File: src/rtl/weight_pkg.sv
// ---------------------------------------------------------------------------
// weight_pkg
// Shared constants and types for the grams-to-kilograms conversion path.
//   W_DEFAULT   : default width of the gram sample and both result fields
//   KG_DIVISOR  : grams per kilogram
//   conv_state_e: sequencing states of weight_conv_ctrl
//   iter_width  : width of a counter that must hold the values 0..w-1
// ---------------------------------------------------------------------------
package weight_pkg;

    localparam int W_DEFAULT  = 14;
    localparam int KG_DIVISOR = 1000;

    typedef enum logic [1:0] {
        IDLE = 2'd0,
        LOAD = 2'd1,
        DIV  = 2'd2,
        DONE = 2'd3
    } conv_state_e;

    // Never returns less than 1, so a counter declared with it is always a
    // real vector even for the smallest legal widths.
    function automatic int iter_width(input int w);
        return (w <= 2) ? 1 : $clog2(w);
    endfunction

endpackage

File: src/rtl/weight_conv_ctrl_div_step.sv
// ---------------------------------------------------------------------------
// restoring_div_step
// One purely combinational step of an MSB-first restoring division.
// Ports:
//   rem          in  W  partial remainder from the previous step (< divisor)
//   dividend_bit in  1  next dividend bit, shifted into the remainder LSB
//   divisor      in  W  nonzero divisor
//   rem_next     out W  partial remainder after this step (< divisor)
//   q_bit        out 1  quotient bit produced by this step
// ---------------------------------------------------------------------------
module restoring_div_step #(
    parameter int W = 14
) (
    input  logic [W-1:0] rem,
    input  logic         dividend_bit,
    input  logic [W-1:0] divisor,
    output logic [W-1:0] rem_next,
    output logic         q_bit
);

    logic [W:0]   shifted;
    logic [W-1:0] diff;

    // The shifted remainder is kept one bit wider so the compare stays exact
    // even when the divisor lies in the upper half of the W-bit range.
    assign shifted = {rem, dividend_bit};
    assign q_bit   = (shifted >= {1'b0, divisor});

    // When q_bit is set the true difference is below the divisor and so fits
    // in W bits; modulo-2^W subtraction therefore yields it exactly.
    assign diff     = shifted[W-1:0] - divisor;
    assign rem_next = q_bit ? diff : shifted[W-1:0];

endmodule

File: src/rtl/weight_conv_ctrl.sv
// ---------------------------------------------------------------------------
// weight_conv_ctrl
// Sequencing controller that turns a raw gram sample into kilograms plus a
// gram remainder. An optional tare offset is subtracted first; negative net
// weights are clamped to zero and flagged. The division by DIVISOR is a
// restoring divider, one bit per cycle, sharing a single step unit.
// Ports:
//   clk, rst_n                 clock, asynchronous active-low reset
//   in_valid / in_ready        sample handshake (ready only while idle)
//   weightInGrams [W]          unsigned raw sample in grams
//   tare                       accepted sample becomes the tare value
//   clr_tare                   single-cycle pulse zeroing the tare value
//   tare_active                tare value is nonzero
//   out_valid / out_ready      result handshake
//   weightInKilogramsInteger   net grams / DIVISOR
//   weightInKilogramsFraction  net grams % DIVISOR
//   underweight                net weight was negative and clamped to 0
// A sample accepted on edge N gives LOAD in the following cycle, W cycles
// of DIV, and a result visible in the (W+2)-th cycle after acceptance.
// ---------------------------------------------------------------------------
module weight_conv_ctrl
    import weight_pkg::*;
#(
    parameter int W       = W_DEFAULT,
    parameter int DIVISOR = KG_DIVISOR
) (
    input  logic         clk,
    input  logic         rst_n,
    input  logic         in_valid,
    output logic         in_ready,
    input  logic [W-1:0] weightInGrams,
    input  logic         tare,
    input  logic         clr_tare,
    output logic         tare_active,
    output logic         out_valid,
    input  logic         out_ready,
    output logic [W-1:0] weightInKilogramsInteger,
    output logic [W-1:0] weightInKilogramsFraction,
    output logic         underweight
);

    localparam int            IW        = iter_width(W);
    localparam logic [W-1:0]  DIV_VEC   = W'(DIVISOR);
    localparam logic [IW-1:0] ITER_LAST = IW'(W - 1);

    conv_state_e   state_q, state_d;
    logic [W-1:0]  sample_q, sample_d;
    logic [W-1:0]  tare_q, tare_d;
    logic          tare_active_q, tare_active_d;
    logic [W-1:0]  dividend_q, dividend_d;
    logic [W-1:0]  rem_q, rem_d;
    logic [W-1:0]  quo_q, quo_d;
    logic [IW-1:0] iter_q, iter_d;
    logic          uw_pend_q, uw_pend_d;
    logic          in_ready_q, in_ready_d;
    logic          out_valid_q, out_valid_d;
    logic [W-1:0]  kg_int_q, kg_int_d;
    logic [W-1:0]  kg_frac_q, kg_frac_d;
    logic          underweight_q, underweight_d;

    logic signed [W:0] net;
    logic [W-1:0]      step_rem;
    logic              step_bit;

    // Net weight with one extra sign bit so any sample/tare pair is exact.
    assign net = $signed({1'b0, sample_q}) - $signed({1'b0, tare_q});

    restoring_div_step #(
        .W(W)
    ) u_step (
        .rem          (rem_q),
        .dividend_bit (dividend_q[iter_q]),
        .divisor      (DIV_VEC),
        .rem_next     (step_rem),
        .q_bit        (step_bit)
    );

    always_comb begin
        state_d       = state_q;
        sample_d      = sample_q;
        tare_d        = tare_q;
        dividend_d    = dividend_q;
        rem_d         = rem_q;
        quo_d         = quo_q;
        iter_d        = iter_q;
        uw_pend_d     = uw_pend_q;
        out_valid_d   = out_valid_q;
        kg_int_d      = kg_int_q;
        kg_frac_d     = kg_frac_q;
        underweight_d = underweight_q;

        // Clearing is honoured in every state; a tare capture below
        // overrides it because it is assigned later.
        if (clr_tare) begin
            tare_d = '0;
        end

        case (state_q)
            IDLE: begin
                if (in_valid) begin
                    if (tare) begin
                        tare_d = weightInGrams;
                    end else begin
                        sample_d = weightInGrams;
                        state_d  = LOAD;
                    end
                end
            end

            // The tare value is consumed here, so a later clear cannot
            // change the conversion already in flight.
            LOAD: begin
                if (net[W]) begin
                    dividend_d = '0;
                    uw_pend_d  = 1'b1;
                end else begin
                    dividend_d = net[W-1:0];
                    uw_pend_d  = 1'b0;
                end
                rem_d   = '0;
                quo_d   = '0;
                iter_d  = ITER_LAST;
                state_d = DIV;
            end

            // The final step writes the result registers directly, so the
            // outputs are ready on the same edge that enters DONE.
            DIV: begin
                rem_d         = step_rem;
                quo_d[iter_q] = step_bit;
                if (iter_q == '0) begin
                    kg_int_d      = quo_d;
                    kg_frac_d     = step_rem;
                    underweight_d = uw_pend_q;
                    out_valid_d   = 1'b1;
                    state_d       = DONE;
                end else begin
                    iter_d = iter_q - 1'b1;
                end
            end

            DONE: begin
                if (out_ready) begin
                    out_valid_d = 1'b0;
                    state_d     = IDLE;
                end
            end

            default: begin
                state_d = IDLE;
            end
        endcase

        in_ready_d    = (state_d == IDLE);
        tare_active_d = |tare_d;
    end

    always_ff @(posedge clk or negedge rst_n) begin
        if (!rst_n) begin
            state_q       <= IDLE;
            sample_q      <= '0;
            tare_q        <= '0;
            tare_active_q <= 1'b0;
            dividend_q    <= '0;
            rem_q         <= '0;
            quo_q         <= '0;
            iter_q        <= '0;
            uw_pend_q     <= 1'b0;
            in_ready_q    <= 1'b1;
            out_valid_q   <= 1'b0;
            kg_int_q      <= '0;
            kg_frac_q     <= '0;
            underweight_q <= 1'b0;
        end else begin
            state_q       <= state_d;
            sample_q      <= sample_d;
            tare_q        <= tare_d;
            tare_active_q <= tare_active_d;
            dividend_q    <= dividend_d;
            rem_q         <= rem_d;
            quo_q         <= quo_d;
            iter_q        <= iter_d;
            uw_pend_q     <= uw_pend_d;
            in_ready_q    <= in_ready_d;
            out_valid_q   <= out_valid_d;
            kg_int_q      <= kg_int_d;
            kg_frac_q     <= kg_frac_d;
            underweight_q <= underweight_d;
        end
    end

    assign in_ready                  = in_ready_q;
    assign out_valid                 = out_valid_q;
    assign tare_active               = tare_active_q;
    assign weightInKilogramsInteger  = kg_int_q;
    assign weightInKilogramsFraction = kg_frac_q;
    assign underweight               = underweight_q;

endmodule

File: config.mk
export PLATFORM = sky130hd
export DESIGN_NAME = weight_conv_ctrl
export DESIGN_NICKNAME = d
export VERILOG_FILES = /design/src/rtl/weight_pkg.sv /design/src/rtl/weight_conv_ctrl_div_step.sv /design/src/rtl/weight_conv_ctrl.sv
export SDC_FILE = /design/constraint.sdc
export NUM_CORES = 1
export LEC_CHECK = 0
export ABC_AREA = 1
export CORE_MARGIN = 2
export CORE_UTILIZATION = 69
export DETAILED_ROUTE_END_ITERATION = 6
export DONT_BUFFER_PORTS = 1
export PLACE_DENSITY_LB_ADDON = 0.3
export SETUP_SLACK_MARGIN = 0.5
export SLEW_MARGIN = 20
export SYNTH_ARGS = -nofsm -noshare
export SYNTH_HDL_FRONTEND = slang
export SYNTH_SLANG_ARGS = --single-unit
File: constraint.sdc
create_clock -name clk -period 3.06 [get_ports clk]
set_input_delay 0.153 -clock clk [delete_from_list [all_inputs] [get_ports clk]]
set_output_delay 0.153 -clock clk [all_outputs]
set_load 0.02 [all_outputs]
==> flow_summary.toml <==
[finish]
area_growth_syn_to_layout_pct = 6.462
num_antenna_cells = 0
multi_input_comb_area_um2 = 2735
layout.core_utilization_pct = 76.50
final_common_cell = "sky130_fd_sc_hd__nand2_1"
nNetsFinal = 798
seq_area_um2 = 2704
most-common-layout-cells = "sky130_fd_sc_hd__nand2_1 (174), sky130_fd_sc_hd__dfrtp_1 (107), sky130_fd_sc_hd__inv_1 (98), sky130_fd_sc_hd__nand3_1 (93), sky130_fd_sc_hd__o21ai_0 (74)"
drive_above_1_share_pct = 7.916
fillerInstances = 578

[placed_design]
place.gp.congestion = 0.9376
dpl.hpwl_mm = 9.513
place_worst_setup_slack_ns = 0.7258
place.port_buffers = 0

[worst_setup_path]
critical_path.max_stage_delay_ns = 0.61
startpoint_type = "register"
worstPathArrival_ns = 2.75
cp_cell_sequence = "inv_6, ha_1, inv_1, nor2_4, nand2_1, buf_4, inv_1, nand3_1, nand2_1"
path_max_fanout = 24
endpoint_kind = "register"
crit_buf_inv = 4
criticalPathCategory = "reg2reg"
critical_path_s_top_delay_family = "buffers and inverters"
timing.critical_path.required_ns = 3.38
max_stage_delay_cell_worst_path = "sky130_fd_sc_hd__inv_1"

[clock_network]
tritoncts.num_buffers = 9
cts_sinks = 108
clock_tree.root_cell = "sky130_fd_sc_hd__clkbuf_8"
cts_tree = "done"
cts_hold_buffers = 14
postCtsSetupRepairBufs = 0
clock_tree.htree_level_count = 3
clock_latency_late_sink_ns = 0.40
clockBufferDepth = 2
clk_transition_reported_paths_ns = 0.13

[yosys]
synth.net_count = 792
synth-warning-count = 0
synth_top_flop_cell = "sky130_fd_sc_hd__dfrtp_1"
yosysUniqueCellTypes = 42
synth.avg_cell_area_um2 = 7.983
synth_edf_count = 0
postSynthRegisterBits = 108
ys_seq_area_share_pct = 45.34
synth_async_sr_flop_share_pct = 100.0
synthesis.instances = 747
synth_area_um2 = 5963

[grt]
grt_busiest_layer = "met2"
global_routing_usage_summed_across_all_routing_layers_pct = 32.08
globalRouteMet3Util_pct = 6.286
largest_net_degree_at_the_start_of_global_routing = 109
gr-usage-met2_pct = 50.96
grt_pass1_vias = 4910
globalRoute.totalOverflow = 0
antenna_found_initial = 0
grt_first_pass_wirelength_mm = 24.45
grt_util_met1_pct = 45.63

[detailed_routing]
detailroute.via_count = 5110
dr.pass1.iters = 5
wl_per_cell_um = 16.62
postRouteWirelength_mm = 14.35
final_antenna_net_count = 0
route.detailed.drc = 0
avgViaCountPerCell = 5.921
drt_first_iter_violations = 378

[die]
die_height_um = 96.97
row_count = 33
top_level_ports = 52
die_w_um = 96.97
fp.coreArea_um2 = 8299
start_util_pct = 71.85
die_area_um2 = 9402

[power]
p_per_area_nw_per_um2 = 848.9
finalPower_mw = 5.389
worst_ir_drop_vdd_uv = 570.9
leakage_nw = 3.151

[sta]
timing.slew.headroom_pct = 46.18
unrepaired_setup_endpoints_after_global_routing = "true"
report.final.setup_viol = 0
finalHoldWorstSlack_ns = -0.5536
maxClockFrequency_mhz = 411.9
transition_time_at_the_pin_with_the_least_slew_margin_ns = 0.8064
timing_hold_violations_final = 108
timing.setup.tns_ns = 0
setup_slack_ns = 0.6321
layout_min_cycle_time_ns = 2.428
final-max-slew-violation-count = 0
final_min_period_over_clock_period_pct = 79.34
clock_skew_ns = 0.02481

[status]
outcome = "finished with violations"
failing_checks = "negative hold slack"

[min_path]
hp-class = "in2async"

[job]
max_cap_violations = 0
[kinds of logic after synthesis]
group	Yosys count	synth area share, %
AOI/OAI and AO/OA	121	11.41
xor gates and xnor gates	12	1.762
adders and majority gates	25	5.371
buffers and inverters	127	9.043
DFF	108	45.34
and+or+nand+nor	354	27.07
[routing by layer]
metal | part of all wire, % | vias up
li1 | - | 2438
met1 | 44 | 2420
met2 | 47 | 222
met3 | 7.1 | 30
met4 | 1.9 | 0
met5 | 0 | -
[power by group]
part / switching, mW / internal (mW) / total, mW
Sequential: 0.261 / 1.72 / 1.98
Combinational: 1.70 / 0.805 / 2.50
Clock: 0.564 / 0.343 / 0.908
Total: 2.52 / 2.87 / 5.39
[worst register-to-register path: cells and delay by family (launching register included)]
kind                     cells  cell delay, ns
adder cells (fa/ha/maj)      1            0.15
buffers and inverters        4            1.14
flip-flops                   1            0.54
AND/OR/NAND/NOR              4            0.55
[repair_timing]
action	4_1_cts	5_1_grt
setup endpoints to repair	0	4
endpoints found under the hold margin	131	108
gates resized for setup	0	2
[stage by stage]
stage / std cells / hold slack, ns / instance area [um^2]
2_1_floorplan: 747 / -0.1426 / 5963
3_3_place_gp: 833 / -0.1392 / 5992
3_5_place_dp: 833 / -0.1387 / 5992
4_1_cts: 863 / -0.5665 / 6334
5_1_grt: 863 / -0.5748 / 6349
6_report: 863 / -0.5536 / 6349
[cell usage after synthesis, types with 2 or more instances]
library cell               instances  area (um^2)
sky130_fd_sc_hd__nand3_2          13        130.1
sky130_fd_sc_hd__ha_1             24        300.3
sky130_fd_sc_hd__buf_6             6        67.56
sky130_fd_sc_hd__o21ai_0          74        370.4
sky130_fd_sc_hd__inv_2             2        7.510
sky130_fd_sc_hd__buf_1             3        11.26
sky130_fd_sc_hd__o31ai_1           2        15.01
sky130_fd_sc_hd__inv_1            98        367.9
sky130_fd_sc_hd__o22ai_2           2        25.02
sky130_fd_sc_hd__nand4_1           6        37.54
sky130_fd_sc_hd__nand3_1          93        465.5
sky130_fd_sc_hd__clkbuf_1          9        33.78
sky130_fd_sc_hd__nand2_2           6        37.54
sky130_fd_sc_hd__o22ai_1           4        25.02
sky130_fd_sc_hd__nand2_1         174        653.1
sky130_fd_sc_hd__buf_2             7        35.03
sky130_fd_sc_hd__nor2_1           46        172.7
sky130_fd_sc_hd__o211ai_1          5        37.54
sky130_fd_sc_hd__dfrtp_1         107         2678
sky130_fd_sc_hd__nor2_2            2        12.51
sky130_fd_sc_hd__nor4_1            4        25.02
sky130_fd_sc_hd__xor2_1           10        87.58
sky130_fd_sc_hd__or2_2             2        12.51
sky130_fd_sc_hd__xnor2_1           2        17.52
sky130_fd_sc_hd__nand3b_1          4        30.03
sky130_fd_sc_hd__a21oi_1          16        80.08
sky130_fd_sc_hd__o21ai_2           3        26.28
sky130_fd_sc_hd__o21ai_1           9        45.04
[path summary, 6_finish.rpt]
| path | from | endpoint | slack, ns | cells past startpoint |
|---|---|---|---|---|
| setup / recovery | iter_q[0] | weightInKilogramsInteger[4] | 0.63 | 9 |
| hold / removal | rst_n | dividend_q[2] | -0.55 | 0 |
| setup reg to reg | iter_q[0] | weightInKilogramsInteger[4] | 0.63 | 9 |
| hold reg to reg | dividend_q[11] | dividend_q[11] | 0.50 | 2 |
| max in group asynchronous | rst_n | in_ready | 3.39 | 0 |
| min in group clk | out_ready | out_valid | 0.10 | 3 |
[cell type report]
type | count | share of cell area [%]
sequential | 108 | 42.59
multi-input combinational | 512 | 43.08
clock buffer | 10 | 2.168
clock inverter | 6 | 1.005
inverter | 101 | 6.050
tap | 105 | 2.069
timing repair buffer | 21 | 3.035
[flip-flops by register name (all words and copies together) (netlist names)]
| name | count |
|---|---|
| rem_q | 14 |
| out_valid | 1 |
| iter_q | 4 |
| uw_pend_q | 1 |
| state_q | 2 |
| quo_q | 13 |
| weightInKilogramsFraction | 14 |
| dividend_q | 14 |
| tare_q | 14 |
| underweight | 1 |
| in_ready | 1 |
| tare_active | 1 |
| sample_q | 14 |
| weightInKilogramsInteger | 14 |
Power figures use the tool's default switching activity.
